[config.mk]
export PLATFORM = sky130hd
export DESIGN_NAME = window_stream_packer_flat
export DESIGN_NICKNAME = d
export VERILOG_FILES = /design/src/rtl/window_stream_packer_pkg.sv /design/src/rtl/window_stream_packer_if.sv /design/src/rtl/window_stream_packer_raster_pos_counter.sv /design/src/rtl/window_stream_packer.sv /design/src/flat_wrapper.sv
export SDC_FILE = /design/constraint.sdc
export NUM_CORES = 1
export LEC_CHECK = 0
export ABC_CLOCK_PERIOD_IN_PS = 2300
export CAP_MARGIN = 10
export CORE_MARGIN = 1
export CORE_UTILIZATION = 46
export DETAILED_ROUTE_END_ITERATION = 10
export GPL_ROUTABILITY_DRIVEN = 0
export MAX_ROUTING_LAYER = met4
export PLACE_DENSITY = 0.79
export SYNTH_ARGS = -nofsm -noshare
export SYNTH_HDL_FRONTEND = slang
export SYNTH_SLANG_ARGS = --single-unit
[constraint.sdc]
create_clock -name CLK -period 2.3 [get_ports CLK]
set_clock_uncertainty 0.2 [all_clocks]
set_input_delay 0.46 -clock CLK [delete_from_list [all_inputs] [get_ports CLK]]
set_output_delay 0.46 -clock CLK [all_outputs]
set_load 0.05 [all_outputs]
[src/rtl/window_stream_packer_pkg.sv]
// Shared types and sizing helpers for the window stream packer.
package window_stream_packer_pkg;

    typedef enum logic [1:0] {
        IDLE   = 2'd0,
        FILL   = 2'd1,
        ACTIVE = 2'd2
    } state_t;

    // Counter width for a range of n values, never narrower than one bit.
    function automatic int cnt_width(input int n);
        return (n > 1) ? $clog2(n) : 1;
    endfunction

endpackage

[src/rtl/window_stream_packer_if.sv]
// Result stream in, packed image stream out, grouped as one bundle.
interface window_stream_packer_if #(
    parameter int Datawidth = 8
);
    logic                 SOF_IN;
    logic                 Valid_IN;
    logic [Datawidth-1:0] In;
    logic [Datawidth-1:0] Out;
    logic                 Valid_OUT;
    logic                 SOF_OUT;
    logic                 EOL_OUT;
    logic                 EOF_OUT;
    logic                 Abort;

    modport master (
        output SOF_IN, Valid_IN, In,
        input  Out, Valid_OUT, SOF_OUT, EOL_OUT, EOF_OUT, Abort
    );

    modport slave (
        input  SOF_IN, Valid_IN, In,
        output Out, Valid_OUT, SOF_OUT, EOL_OUT, EOF_OUT, Abort
    );
endinterface

[src/rtl/window_stream_packer_raster_pos_counter.sv]
// Raster (col,row) position tracker; restart loads the position that follows (0,0).
module raster_pos_counter
    import window_stream_packer_pkg::*;
#(
    parameter int IMG_Width  = 8,
    parameter int IMG_Height = 8,
    parameter int COL_W      = cnt_width(IMG_Width),
    parameter int ROW_W      = cnt_width(IMG_Height)
) (
    input  logic             clk,
    input  logic             clear,
    input  logic             advance,
    input  logic             restart,
    output logic [COL_W-1:0] col,
    output logic [ROW_W-1:0] row,
    output logic             last_pixel
);

    localparam logic [COL_W-1:0] COL_MAX = COL_W'(IMG_Width - 1);
    localparam logic [ROW_W-1:0] ROW_MAX = ROW_W'(IMG_Height - 1);

    logic [COL_W-1:0] col_q, col_d;
    logic [ROW_W-1:0] row_q, row_d;

    always_comb begin
        col_d = col_q;
        row_d = row_q;
        if (restart) begin
            // The (0,0) beat is consumed this cycle, so step one past it.
            if (COL_MAX == '0) begin
                col_d = '0;
                row_d = (ROW_MAX == '0) ? '0 : ROW_W'(1);
            end else begin
                col_d = COL_W'(1);
                row_d = '0;
            end
        end else if (advance) begin
            if (col_q == COL_MAX) begin
                col_d = '0;
                row_d = (row_q == ROW_MAX) ? '0 : row_q + ROW_W'(1);
            end else begin
                col_d = col_q + COL_W'(1);
            end
        end
    end

    always_ff @(posedge clk) begin
        if (clear) begin
            col_q <= '0;
            row_q <= '0;
        end else begin
            col_q <= col_d;
            row_q <= row_d;
        end
    end

    assign col        = col_q;
    assign row        = row_q;
    assign last_pixel = (col_q == COL_MAX) && (row_q == ROW_MAX);

endmodule

[src/rtl/window_stream_packer.sv]
// Drops results of incomplete KxK windows and emits the valid output image with frame/line markers.
module window_stream_packer
    import window_stream_packer_pkg::*;
#(
    parameter int IMG_Width  = 8,
    parameter int IMG_Height = 8,
    parameter int Datawidth  = 8,
    parameter int K          = 7
) (
    input  logic                  CLK,
    input  logic                  CLR,
    window_stream_packer_if.slave bus
);

    localparam int COL_W = cnt_width(IMG_Width);
    localparam int ROW_W = cnt_width(IMG_Height);

    localparam logic [COL_W-1:0] COL_KEEP = COL_W'(K - 1);
    localparam logic [ROW_W-1:0] ROW_KEEP = ROW_W'(K - 1);
    localparam logic [COL_W-1:0] COL_MAX  = COL_W'(IMG_Width - 1);
    localparam logic [ROW_W-1:0] ROW_MAX  = ROW_W'(IMG_Height - 1);

    state_t state_q, state_d;

    logic [COL_W-1:0] cnt_col, cur_col;
    logic [ROW_W-1:0] cnt_row, cur_row;
    logic             cnt_last, cur_last;
    logic             abort_now, start, accept, keep;

    logic [Datawidth-1:0] out_q, out_d;
    logic valid_q, valid_d;
    logic sof_q, sof_d;
    logic eol_q, eol_d;
    logic eof_q, eof_d;
    logic abort_q, abort_d;

    // SOF on the final beat of a frame just completes it; anywhere else mid-frame it restarts.
    always_comb begin
        abort_now = bus.Valid_IN && bus.SOF_IN && (state_q != IDLE) && !cnt_last;
        start     = bus.Valid_IN && bus.SOF_IN && ((state_q == IDLE) || abort_now);
        accept    = start || (bus.Valid_IN && (state_q != IDLE));
        cur_col   = start ? '0 : cnt_col;
        cur_row   = start ? '0 : cnt_row;
        cur_last  = (cur_col == COL_MAX) && (cur_row == ROW_MAX);
    end

    raster_pos_counter #(
        .IMG_Width (IMG_Width),
        .IMG_Height(IMG_Height),
        .COL_W     (COL_W),
        .ROW_W     (ROW_W)
    ) u_pos (
        .clk       (CLK),
        .clear     (CLR),
        .advance   (accept && !start),
        .restart   (start),
        .col       (cnt_col),
        .row       (cnt_row),
        .last_pixel(cnt_last)
    );

    always_ff @(posedge CLK) begin
        if (CLR) begin
            state_q <= IDLE;
        end else begin
            state_q <= state_d;
        end
    end

    always_comb begin
        state_d = state_q;
        if (accept) begin
            if (cur_last) begin
                state_d = IDLE;
            end else if (cur_row >= ROW_KEEP) begin
                state_d = ACTIVE;
            end else begin
                state_d = FILL;
            end
        end
    end

    always_comb begin
        keep    = accept && (cur_col >= COL_KEEP) && (cur_row >= ROW_KEEP);
        out_d   = keep ? bus.In : out_q;
        valid_d = keep;
        sof_d   = keep && (cur_col == COL_KEEP) && (cur_row == ROW_KEEP);
        eol_d   = keep && (cur_col == COL_MAX);
        eof_d   = keep && cur_last;
        abort_d = abort_now;
    end

    always_ff @(posedge CLK) begin
        if (CLR) begin
            out_q   <= '0;
            valid_q <= 1'b0;
            sof_q   <= 1'b0;
            eol_q   <= 1'b0;
            eof_q   <= 1'b0;
            abort_q <= 1'b0;
        end else begin
            out_q   <= out_d;
            valid_q <= valid_d;
            sof_q   <= sof_d;
            eol_q   <= eol_d;
            eof_q   <= eof_d;
            abort_q <= abort_d;
        end
    end

    assign bus.Out       = out_q;
    assign bus.Valid_OUT = valid_q;
    assign bus.SOF_OUT   = sof_q;
    assign bus.EOL_OUT   = eol_q;
    assign bus.EOF_OUT   = eof_q;
    assign bus.Abort     = abort_q;

endmodule

[src/flat_wrapper.sv]
// flat-port wrapper written by rule: the top's interface ports become plain ports
module window_stream_packer_flat import window_stream_packer_pkg::*;
#(
    parameter int IMG_Width  = 8,
    parameter int IMG_Height = 8,
    parameter int Datawidth  = 8,
    parameter int K          = 7
)
  (CLK, CLR, bus_SOF_IN, bus_Valid_IN, bus_In, bus_Out, bus_Valid_OUT, bus_SOF_OUT, bus_EOL_OUT, bus_EOF_OUT, bus_Abort);
  window_stream_packer_if #(.Datawidth(Datawidth)) bus_i ();
  input  logic CLK;
  input  logic CLR;
  input wire logic [$bits(bus_i.SOF_IN)-1:0] bus_SOF_IN;
  input wire logic [$bits(bus_i.Valid_IN)-1:0] bus_Valid_IN;
  input wire logic [$bits(bus_i.In)-1:0] bus_In;
  output wire logic [$bits(bus_i.Out)-1:0] bus_Out;
  output wire logic [$bits(bus_i.Valid_OUT)-1:0] bus_Valid_OUT;
  output wire logic [$bits(bus_i.SOF_OUT)-1:0] bus_SOF_OUT;
  output wire logic [$bits(bus_i.EOL_OUT)-1:0] bus_EOL_OUT;
  output wire logic [$bits(bus_i.EOF_OUT)-1:0] bus_EOF_OUT;
  output wire logic [$bits(bus_i.Abort)-1:0] bus_Abort;
  assign bus_i.SOF_IN = bus_SOF_IN;
  assign bus_i.Valid_IN = bus_Valid_IN;
  assign bus_i.In = bus_In;
  assign bus_Out = bus_i.Out;
  assign bus_Valid_OUT = bus_i.Valid_OUT;
  assign bus_SOF_OUT = bus_i.SOF_OUT;
  assign bus_EOL_OUT = bus_i.EOL_OUT;
  assign bus_EOF_OUT = bus_i.EOF_OUT;
  assign bus_Abort = bus_i.Abort;
  window_stream_packer #(.IMG_Width(IMG_Width), .IMG_Height(IMG_Height), .Datawidth(Datawidth), .K(K)) u_core (.CLK(CLK), .CLR(CLR), .bus(bus_i));
endmodule
==> results.yml, run 1 <==
status:
  status: "completed"
timing:
  final_max_slew_viol_count: 0
  tightestPinTransition_ns: 0.504
  relSlewSlack_pct: 66.3
  timing.final.crit_share_pct: 92.6
  rsz0062_at_grt: "no"
  fmax_mhz: 470
  period_minus_slack_ns: 2.13
  hold_viol_final: 0
  setup_viol: 0
  tns_ns: 0
place:
  postPlaceCellArea_um2: 1230
  portBuffers: 24
  dpl.hpwl_mm: 1.54
  dp_cells: 148
pwr:
  p_int_uw: 464
  switching_share_pct: 23.4
  power_frac_comb_pct: 9.9
  powerDensity_nw_per_um2: 481
  p_total_uw: 606
  power.leakage_nw: 0.452
  clock_power_share_pct: 28.7
  p_sw_uw: 142
  ir_drop_uv: 336
  pwr-share-seq_pct: 61.3
final_layout:
  drive_gt1_share_pct: 12.6
  final_cells: 152
  fin_util_pct: 69.9
  stdcell_area_um2: 1260
  antenna_cells: 0
  final_nets: 144
  area_delta_synth_final_pct: 35.9
die:
  dieHeight_um: 46.9
  fp.dieW_um: 46.9
  core_um2: 1800
  io_pins: 25
  rows: 15
  start_util_pct: 51.5
  die_area_um2: 2200
clocking:
  cts_buffers: 3
  post_cts_buffers: 0
  clkSinkCount: 21
  cts_max_level: 1
  cts_tree: "yes"
  clk_pin_slew_ns: 0.11
  cts_resized: 0
  ctsRootBufferMaster: "clkbuf_4"
  clock_path_buffers: 2
  cts_hold_buf: 0
  worstSkewPairLatency_ns: 0.30
logic_synthesis:
  syn_inst: 98
  ys.flop_type: "dfxtp_1"
  synth_sequential_area_ratio_pct: 45.3
  synth_seq_cells: 21
  syn_nets: 114
  yosysWarningCount: 0
  syn_area_um2: 927
  synth_edf_count: 0
  synth_cell_types: 30
  async_flop_share_pct: 0
  synth.avg_cell_area_um2: 9.46
grt:
  antenna_found_initial: 0
  grt_usage_pct: 22.3
  grt_max_degree: 19
  grt_pass1_vias: 738
  grt_overflow: 0
  grt_first_pass_wirelength_mm: 3.26
job:
  maxCapViolCount: 0
worst_setup_path:
  crit_path_max_fanout: 2
  worstPathArrival_ns: 1.47
  worstSetupPathType: "reg2out"
  path_delay_family: "buffers and inverters"
  path_cells: "clkdlybuf4s50_1"
  critPathCaptureType: "output pin"
  crit_buf_inv: 1
  required_ns: 1.64
  r2r_slack_ns: 0.23
  reg2reg_depth: 5
  start_kind: "flip-flop"
  slowest_stage: "clkdlybuf4s50_1"
  slowest_delay_ns: 0.81
  worstReg2RegStart: "u_core.u_pos.row[0]"
  worstReg2RegEnd: "u_core.bus.EOL_OUT"
detailed_routing:
  ant_nets: 0
  firstDrtPassIters: 4
  wl_per_cell_um: 13.4
  post_drt_via_cell_ratio: 5.45
  num_vias: 828
  drcViolationCount: 0
  first_iter_violations: 20
  routed_wl_mm: 2.03
worst_hold_path:
  hold_depth: 2
  min_path_type: "reg2reg"
  hp-start: "u_core.bus.Out[1]"
  holdPathEnd: "u_core.bus.Out[1]"
-- Yosys cell counts (2+ instances only) --
library cell	n	area share [%]
clkbuf_1	2	0.81
nand4_1	5	3.4
o21ai_0	2	1.1
nor2_1	3	1.2
or3_1	2	1.3
dfxtp_1	21	45
o31ai_1	3	2.4
a21oi_1	5	2.7
nand2_1	19	7.7
inv_1	2	0.81
mux2i_1	8	8.6
o32ai_1	2	1.9
ha_1	4	5.4
nor3_1	4	2.2
-- per-stage QoR --
step	hold WS (ns)	setup slack (ns)
2_1_floorplan	0.265	0.347
3_3_place_gp	0.242	0.206
3_5_place_dp	0.254	0.109
4_1_cts	0.271	0.160
5_1_grt	0.282	0.0965
6_report	0.262	0.171
-- layout make-up --
class                           count  area, um^2
Inverter                            3        11.3
Clock inverter                      1        5.00
Fill cell                         148         542
Timing Repair Buffer               29         290
Sequential cell                    21         420
Clock buffer                        3        22.5
Tap cell                           25        31.3
Multi-Input combinational cell     70         479
-- state kept, by name, indices dropped and copies added, names as in the netlist --
| name | count |
|---|---|
| u_core.bus.Valid_OUT | 1 |
| u_core.bus.EOL_OUT | 1 |
| u_core.bus.Out | 8 |
| u_core.u_pos.col | 3 |
| u_core.state_q | 2 |
| u_core.bus.SOF_OUT | 1 |
| u_core.bus.Abort | 1 |
| u_core.u_pos.row | 3 |
| u_core.bus.EOF_OUT | 1 |
-- metal layers --
metal / vias up / GRT usage, % / wire length [um]
met4: 0 / 11.4 / 36
met1: 379 / 28.0 / 950
met3: 4 / 6.15 / 128
met5: - / - / 0
li1: 412 / - / -
met2: 33 / 32.5 / 915
-- power by group through the flow --
stage | Combinational [mW] | Sequential [mW] | Clock [mW]
finish | 0.0601 | 0.371 | 0.174
global route | 0.0662 | 0.372 | 0.197
CTS | 0.0601 | 0.371 | 0.182
detailed placement | 0.0598 | 0.380 | 0
global placement | 0.0585 | 0.379 | 0
floorplan | 0.0278 | 0.380 | 0
-- cells in the final DEF, fill, tap and decap left out, types with 2 or more instances in the layout --
master	instances
nand4_1	5
or3_1	2
buf_4	4
o21ai_0	2
clkbuf_4	3
o31ai_1	3
clkdlybuf4s50_1	24
nor3_1	4
o32ai_1	2
nor2_1	3
ha_1	4
nand2_1	19
a21oi_1	5
inv_1	2
dfxtp_1	21
mux2i_1	8
-- cell families after synthesis --
kind of cell               synth area share [%]
AOI/OAI and AO/OA                          16.1
and+or+nand+nor                            21.6
adders and majority gates                  5.40
DFF                                        45.3
buffers and inverters                      2.97
muxes                                      8.64
-- worst max-delay path by stage --
stage / startpoint / depth (start not counted) / slack, ns / endpoint
6_report: u_core.bus.Out[0] / 1 / 0.17 / bus_Out[0]
5_1_grt: u_core.u_pos.row[0] / 5 / 0.1 / u_core.bus.EOL_OUT
4_1_cts: u_core.bus.Out[0] / 1 / 0.16 / bus_Out[0]
3_5_place_dp: bus_Valid_IN / 4 / 0.11 / u_core.bus.EOL_OUT
3_3_place_gp: bus_Valid_IN / 4 / 0.21 / u_core.bus.EOL_OUT
2_1_floorplan: u_core.u_pos.col[0] / 6 / 0.35 / u_core.bus.Out[0]
Power figures use the tool's default switching activity.
==> run 2: changes to the inputs <==
--- a/config.mk
+++ b/config.mk
@@ -13,6 +13,7 @@
 export GPL_ROUTABILITY_DRIVEN = 0
 export MAX_ROUTING_LAYER = met4
 export PLACE_DENSITY = 0.79
+export SKIP_LAST_GASP = 1
 export SYNTH_ARGS = -nofsm -noshare
 export SYNTH_HDL_FRONTEND = slang
 export SYNTH_SLANG_ARGS = --single-unit
==> results of run 2 <==
No change in the layout: final DEF, timing and power equal those of run 1.
==> run 3: changes to the inputs <==
--- a/config.mk
+++ b/config.mk
@@ -7,7 +7,6 @@
 export LEC_CHECK = 0
 export ABC_CLOCK_PERIOD_IN_PS = 2300
 export CAP_MARGIN = 10
-export CORE_MARGIN = 1
 export CORE_UTILIZATION = 46
 export DETAILED_ROUTE_END_ITERATION = 10
 export GPL_ROUTABILITY_DRIVEN = 0
==> results of run 3 <==
No change in the layout: final DEF, timing and power equal those of run 1.
